`config.mk`:
```
export PLATFORM = sky130hd
export DESIGN_NAME = sp_ram_arbiter
export DESIGN_NICKNAME = d
export VERILOG_FILES = /design/src/rtl/sp_ram_arb_pkg.sv /design/src/rtl/rr_arbiter.sv /design/src/rtl/sp_ram_arbiter.sv
export SDC_FILE = /design/constraint.sdc
export NUM_CORES = 1
export LEC_CHECK = 0
export CAP_MARGIN = 30
export CORE_AREA = 2 2 89 91
export DETAILED_ROUTE_END_ITERATION = 10
export DIE_AREA = 0 0 91 93
export GPL_TIMING_DRIVEN = 0
export PLACE_DENSITY = 0.67
export SETUP_SLACK_MARGIN = 0.02
export SLEW_MARGIN = 0
export SYNTH_ARGS = -nofsm -noshare
export SYNTH_HDL_FRONTEND = slang
export SYNTH_SLANG_ARGS = --single-unit
```
`constraint.sdc`:
```
create_clock -name clk -period 3.2 [get_ports clk]
set_input_delay 0.64 -clock clk [delete_from_list [all_inputs] [get_ports clk]]
set_output_delay 0.64 -clock clk [all_outputs]
set_load 0.02 [all_outputs]
```
`src/rtl/sp_ram_arb_pkg.sv`:
```
// Shared constants and helpers for the single-port RAM arbiter.
// Pure definitions: no logic, no latency, no flow control.
package sp_ram_arb_pkg;

  localparam int MAX_PORTS = 8;

  // Index width for n items, never below 1 so a 1-entry index is still a legal vector.
  function automatic int idx_width(input int n);
    return (n <= 1) ? 1 : $clog2(n);
  endfunction

endpackage

```
`src/rtl/rr_arbiter.sv`:
```
// Combinational round-robin picker: search begins one past the last winner, wrapping.
// Latency 0; no backpressure, losers simply see gnt low and keep requesting.
module rr_arbiter
  import sp_ram_arb_pkg::*;
#(
  parameter int NUM_PORTS = 2,
  localparam int IW = idx_width(NUM_PORTS)
) (
  input  logic [NUM_PORTS-1:0] req,
  input  logic [IW-1:0]        last,
  output logic [NUM_PORTS-1:0] gnt,
  output logic [IW-1:0]        gnt_idx
);

  logic          found;
  logic [IW-1:0] cand;

  always_comb begin
    gnt     = '0;
    gnt_idx = '0;
    found   = 1'b0;
    cand    = '0;
    // Offset 1..NUM_PORTS from last, so last itself is checked only after everyone else.
    for (int i = 1; i <= NUM_PORTS; i++) begin
      cand = IW'((int'(last) + i) % NUM_PORTS);
      if (!found && req[cand]) begin
        found   = 1'b1;
        gnt_idx = cand;
      end
    end
    gnt[gnt_idx] = found;
  end

endmodule

```
`src/rtl/sp_ram_arbiter.sv`:
```
// Shares one single-port RAM among NUM_PORTS requesters, one access per cycle, round-robin.
// Latency: grant 0 cycles, rvalid 1 cycle after grant; backpressure: a port holds req until granted.
module sp_ram_arbiter
  import sp_ram_arb_pkg::*;
#(
  parameter int NUM_PORTS  = 2,
  parameter int ADDR_WIDTH = 15,
  parameter int DATA_WIDTH = 32
) (
  input  logic                                 clk,
  input  logic                                 rstn_i,
  input  logic [NUM_PORTS-1:0]                 req_i,
  input  logic [NUM_PORTS-1:0][ADDR_WIDTH-1:0] addr_i,
  input  logic [NUM_PORTS-1:0]                 we_i,
  input  logic [NUM_PORTS-1:0][DATA_WIDTH/8-1:0] be_i,
  input  logic [NUM_PORTS-1:0][DATA_WIDTH-1:0] wdata_i,
  output logic [NUM_PORTS-1:0]                 gnt_o,
  output logic [NUM_PORTS-1:0]                 rvalid_o,
  output logic [DATA_WIDTH-1:0]                rdata_o,
  output logic                                 ram_en_o,
  output logic [ADDR_WIDTH-1:0]                ram_addr_o,
  output logic                                 ram_we_o,
  output logic [DATA_WIDTH/8-1:0]              ram_be_o,
  output logic [DATA_WIDTH-1:0]                ram_wdata_o,
  input  logic [DATA_WIDTH-1:0]                ram_rdata_i
);

  localparam int IW = idx_width(NUM_PORTS);

  if (NUM_PORTS < 2 || NUM_PORTS > MAX_PORTS) begin : g_bad_num_ports
    $error("sp_ram_arbiter: NUM_PORTS must be within 2..MAX_PORTS");
  end

  logic [NUM_PORTS-1:0] req_eff;
  logic [NUM_PORTS-1:0] arb_gnt;
  logic [IW-1:0]        arb_idx;
  logic                 any_gnt;
  logic [IW-1:0]        last_q, last_d;
  logic [NUM_PORTS-1:0] resp_q, resp_d;

  // Requests are masked while reset is held so nothing reaches the RAM during reset.
  assign req_eff = req_i & {NUM_PORTS{rstn_i}};

  rr_arbiter #(
    .NUM_PORTS (NUM_PORTS)
  ) u_rr_arbiter (
    .req     (req_eff),
    .last    (last_q),
    .gnt     (arb_gnt),
    .gnt_idx (arb_idx)
  );

  assign any_gnt = |arb_gnt;

  always_comb begin
    last_d = any_gnt ? arb_idx : last_q;
    resp_d = arb_gnt;
  end

  always_ff @(posedge clk or negedge rstn_i) begin
    if (!rstn_i) begin
      last_q <= IW'(NUM_PORTS - 1);
      resp_q <= '0;
    end else begin
      last_q <= last_d;
      resp_q <= resp_d;
    end
  end

  always_comb begin
    ram_en_o    = any_gnt;
    ram_addr_o  = '0;
    ram_we_o    = 1'b0;
    ram_be_o    = '0;
    ram_wdata_o = '0;
    if (any_gnt) begin
      ram_addr_o  = addr_i[arb_idx];
      ram_we_o    = we_i[arb_idx];
      ram_be_o    = be_i[arb_idx];
      ram_wdata_o = wdata_i[arb_idx];
    end
  end

  assign gnt_o    = arb_gnt;
  assign rvalid_o = resp_q;
  assign rdata_o  = ram_rdata_i;

endmodule

```
==> impl_results.md <==
* Register share of total power at between 6 and 7%
* Flops & latches, synth at 3
* Remaining DRCs at 0
* Final Non-Filler Cells at 526
* WL final at about 7.4 mm
* Max cap viols at 0
* Crit path cell chain: clkdlybuf4s50_1 -> buf_4 -> buf_4 -> buf_2 -> nand2_1 -> o22ai_1 -> dlygate4sd2_1
* Fin Hold WS at between 0.5 and 0.6 ns
* Via density per instance at around 4.3
* Worst VDD drop at around 240 µV
* GR Util met2 at a little under a third
* Hold crit path type: reg2reg
* Required @ worst endpoint at between 2 and 3 ns
* WL per Instance at approximately 14 µm
* Clock Latency Late Sink at 0.22 ns
* # H-tree levels at 1
* Total gr overflow at 0
* Ports at about 230
* Final period utilization at between 90% and 100%
* Final hold vios at 0
* Worst Path Arrival at 2.36 ns
* Final ANT Viol Nets at 0
* Cell Area, Synth at roughly 1300 µm²
* Cell count after synthesis at 224
* Startpoint Class: primary input
* Fraction of the yosys area taken by sequential cells at roughly 6%
* Largest net degree at the start of global routing at 11
* Area leader, netlist: nand2_1
* Worst Tran Pin Value at 0.3690 ns
* F_max at roughly 0.33 GHz
* Row count at 32
* Clock sinks at 3
* Core area at 7527 µm²
* Min Tclk post-route at 3.005 ns
* Crit path max-delay cell type: clkdlybuf4s50_1
* NumNets Final at approximately 570
* Switching share of power at 40.46%
* Clock power share at between 10% and 20%
* Router iterations before antenna repair at 4
* LEAKAGE at between 1.5 and 2 nW
* Initial antenna violation count at 0
* Yosys top cell area share at between 30% and 40%
* Via count at 2271
* Synth Warn # at 0
* Number of global-route vias before repair at approximately 2.2k
* Count of different cell masters after synthesis at 16
* Final setup viols at 0
* Setup total negative slack at 0 ns
* Final Power at roughly 0.73 mW
* GPL Wtd Cong at about 0.80
* Worst Setup End Kind: output pin
* CTS tree: built
* Critical Path Most Common Cell: buf_4
* Crit Path Class: in2out
* Layout cells sized above 1 at ~15%
* P_int at between 0.4 and 0.5 mW
* Setup slack at placement at -0.1479 ns
* P_sw at roughly 0.29 mW
* Hold buffers post-CTS at 0
* Clock-pin slew on the worst setup and hold paths at about 0.030 ns
* Pwr/cell area at ~210 nW/µm²
* RSZ-0062 raised after global routing: no
* Hpwl dp at ~6.1 mm
* Mapped Avg Cell Area at 5.647 µm²
* First-pass GRT wire length at about 11 mm
* N_diodes at 0
* Starting density of the core at ~17%
* Root Buffer: clkbuf_8
* IO buf count at slightly below 200
* Syn_nets at ~360
* Setup Fix Bufs, Post-CTS at 0
* Met1 usage at about 17%
* Slew Limit Fails at 0
* Clock Path Buffers at 2
* Status: finished clean
* Die ar. at between 8000 and 9000 µm²
* Max incr delay on CP at around 0.56 ns
* Worst slew margin at between 70% and 80%
* Largest driver fanout on the critical path at 10
* Combinational fraction of design power at 77.9%
* Syn-to-layout area delta at 170.1%
* Inserted Clock Buffers at 3
* DIE WIDTH at 91 µm
* Clk_skew at 0.001896 ns
* Die Height at ~93 µm
* DR iter-0 viols at 30
* Most Crowded Layer GR: met2
* Setup WS post-layout at about 0.20 ns
* Met3 usage at under 10%
* Placed cells at ~520
* Global-route usage over all layers at 15.80%
* Top cells by area, synth: nand2_1 31%, o22ai_1 24%, buf_4 21%
## path summary, 6_finish.rpt
kind | from | depth (start not counted) | slack [ns] | endpoint
min in group asynchronous | rstn_i | 1 | 0.63 | rvalid_o[1]
setup reg to reg | last_q | 4 | 1.89 | rvalid_o[1]
hold reg to reg | last_q | 2 | 0.59 | last_q
max in group asynchronous | rstn_i | 1 | 2.34 | last_q
setup / recovery | rstn_i | 7 | 0.20 | ram_addr_o[6]
hold / removal | last_q | 2 | 0.59 | last_q
## layout by cell type, fill, tap and decap left out
master           netlist  final
a21oi_1                1      1
a31oi_1                1      1
buf_2                 10     11
buf_4                 36     36
buf_6                  5      5
clkbuf_1               3      1
clkbuf_2               0      1
clkbuf_4               0      1
clkbuf_8               0      3
clkdlybuf4s15_1        0      1
clkdlybuf4s50_1        0    141
dfrtp_1                2      2
dfstp_2                1      1
dlygate4sd2_1          0     33
dlymetal6s2s_1         0     21
inv_1                  1      1
inv_2                  1      1
nand2_1              105    105
nand2_2                1      1
nor2_1                 4      4
o21ai_4                1      1
o22ai_1               48     48
o22ai_2                4      4
## critical path: cells and delay by family
family	cells	cell delay (ns)
AND/OR/NAND/NOR	1	0.08
AO/OA/AOI/OAI	1	0.12
buffers and inverters	5	1.53
## timing repair
| item | CTS | global route |
|---|---|---|
| hold endpoints to repair | 0 | 0 |
| endpoints found under the setup margin | 44 | 22 |
| resized for setup | 37 | 25 |
## metal layers
metal  vias up  part of all wire (%)
met1      1001                    38
met2       139                    51
met4         0                  0.35
li1       1127                     -
met5         -                     0
met3         4                    11
## per-stage QoR
step / utilization [%] / cell area, µm²
floorplan: - / 1265
global placement: 44.56 / 3354
detailed placement: 44.56 / 3354
CTS: 44.65 / 3361
global route: 45.40 / 3417
finish: 45.40 / 3417
## area by class of cell
type | instances | area, µm²
buffer | 54 | 394.1
clock buffer | 4 | 45.04
fill | 785 | 4110
inverter | 2 | 7.507
multi-input combinational | 165 | 793.3
sequential | 3 | 76.32
tap | 102 | 127.6
timing repair buffer | 196 | 1973
## power groups by stage
stage | clock network, mW | logic [mW] | registers [mW]
2_1_floorplan | 0 | 0.274 | 0.0507
5_1_grt | 0.119 | 0.602 | 0.0496
4_1_cts | 0.115 | 0.575 | 0.0485
6_report | 0.112 | 0.565 | 0.0485
3_5_place_dp | 0 | 0.597 | 0.0490
3_3_place_gp | 0 | 0.593 | 0.0486
## cell families after synthesis
logic type,Yosys count,synth area share [%]
simple gates,110,32.84
buf+inv,56,31.26
compound gates,55,29.87
flops,3,6.034
## Yosys cell counts
master      n
a21oi_1     1
a31oi_1     1
buf_2      10
buf_4      36
buf_6       5
clkbuf_1    3
dfrtp_1     2
dfstp_2     1
inv_1       1
inv_2       1
nand2_1   105
nand2_2     1
nor2_1      4
o21ai_4     1
o22ai_1    48
o22ai_2     4
## state kept, by name, summed over array words and instances (netlist names)
name,cells
last_q,1
rvalid_o,2
(Power assumes the default switching activity.)
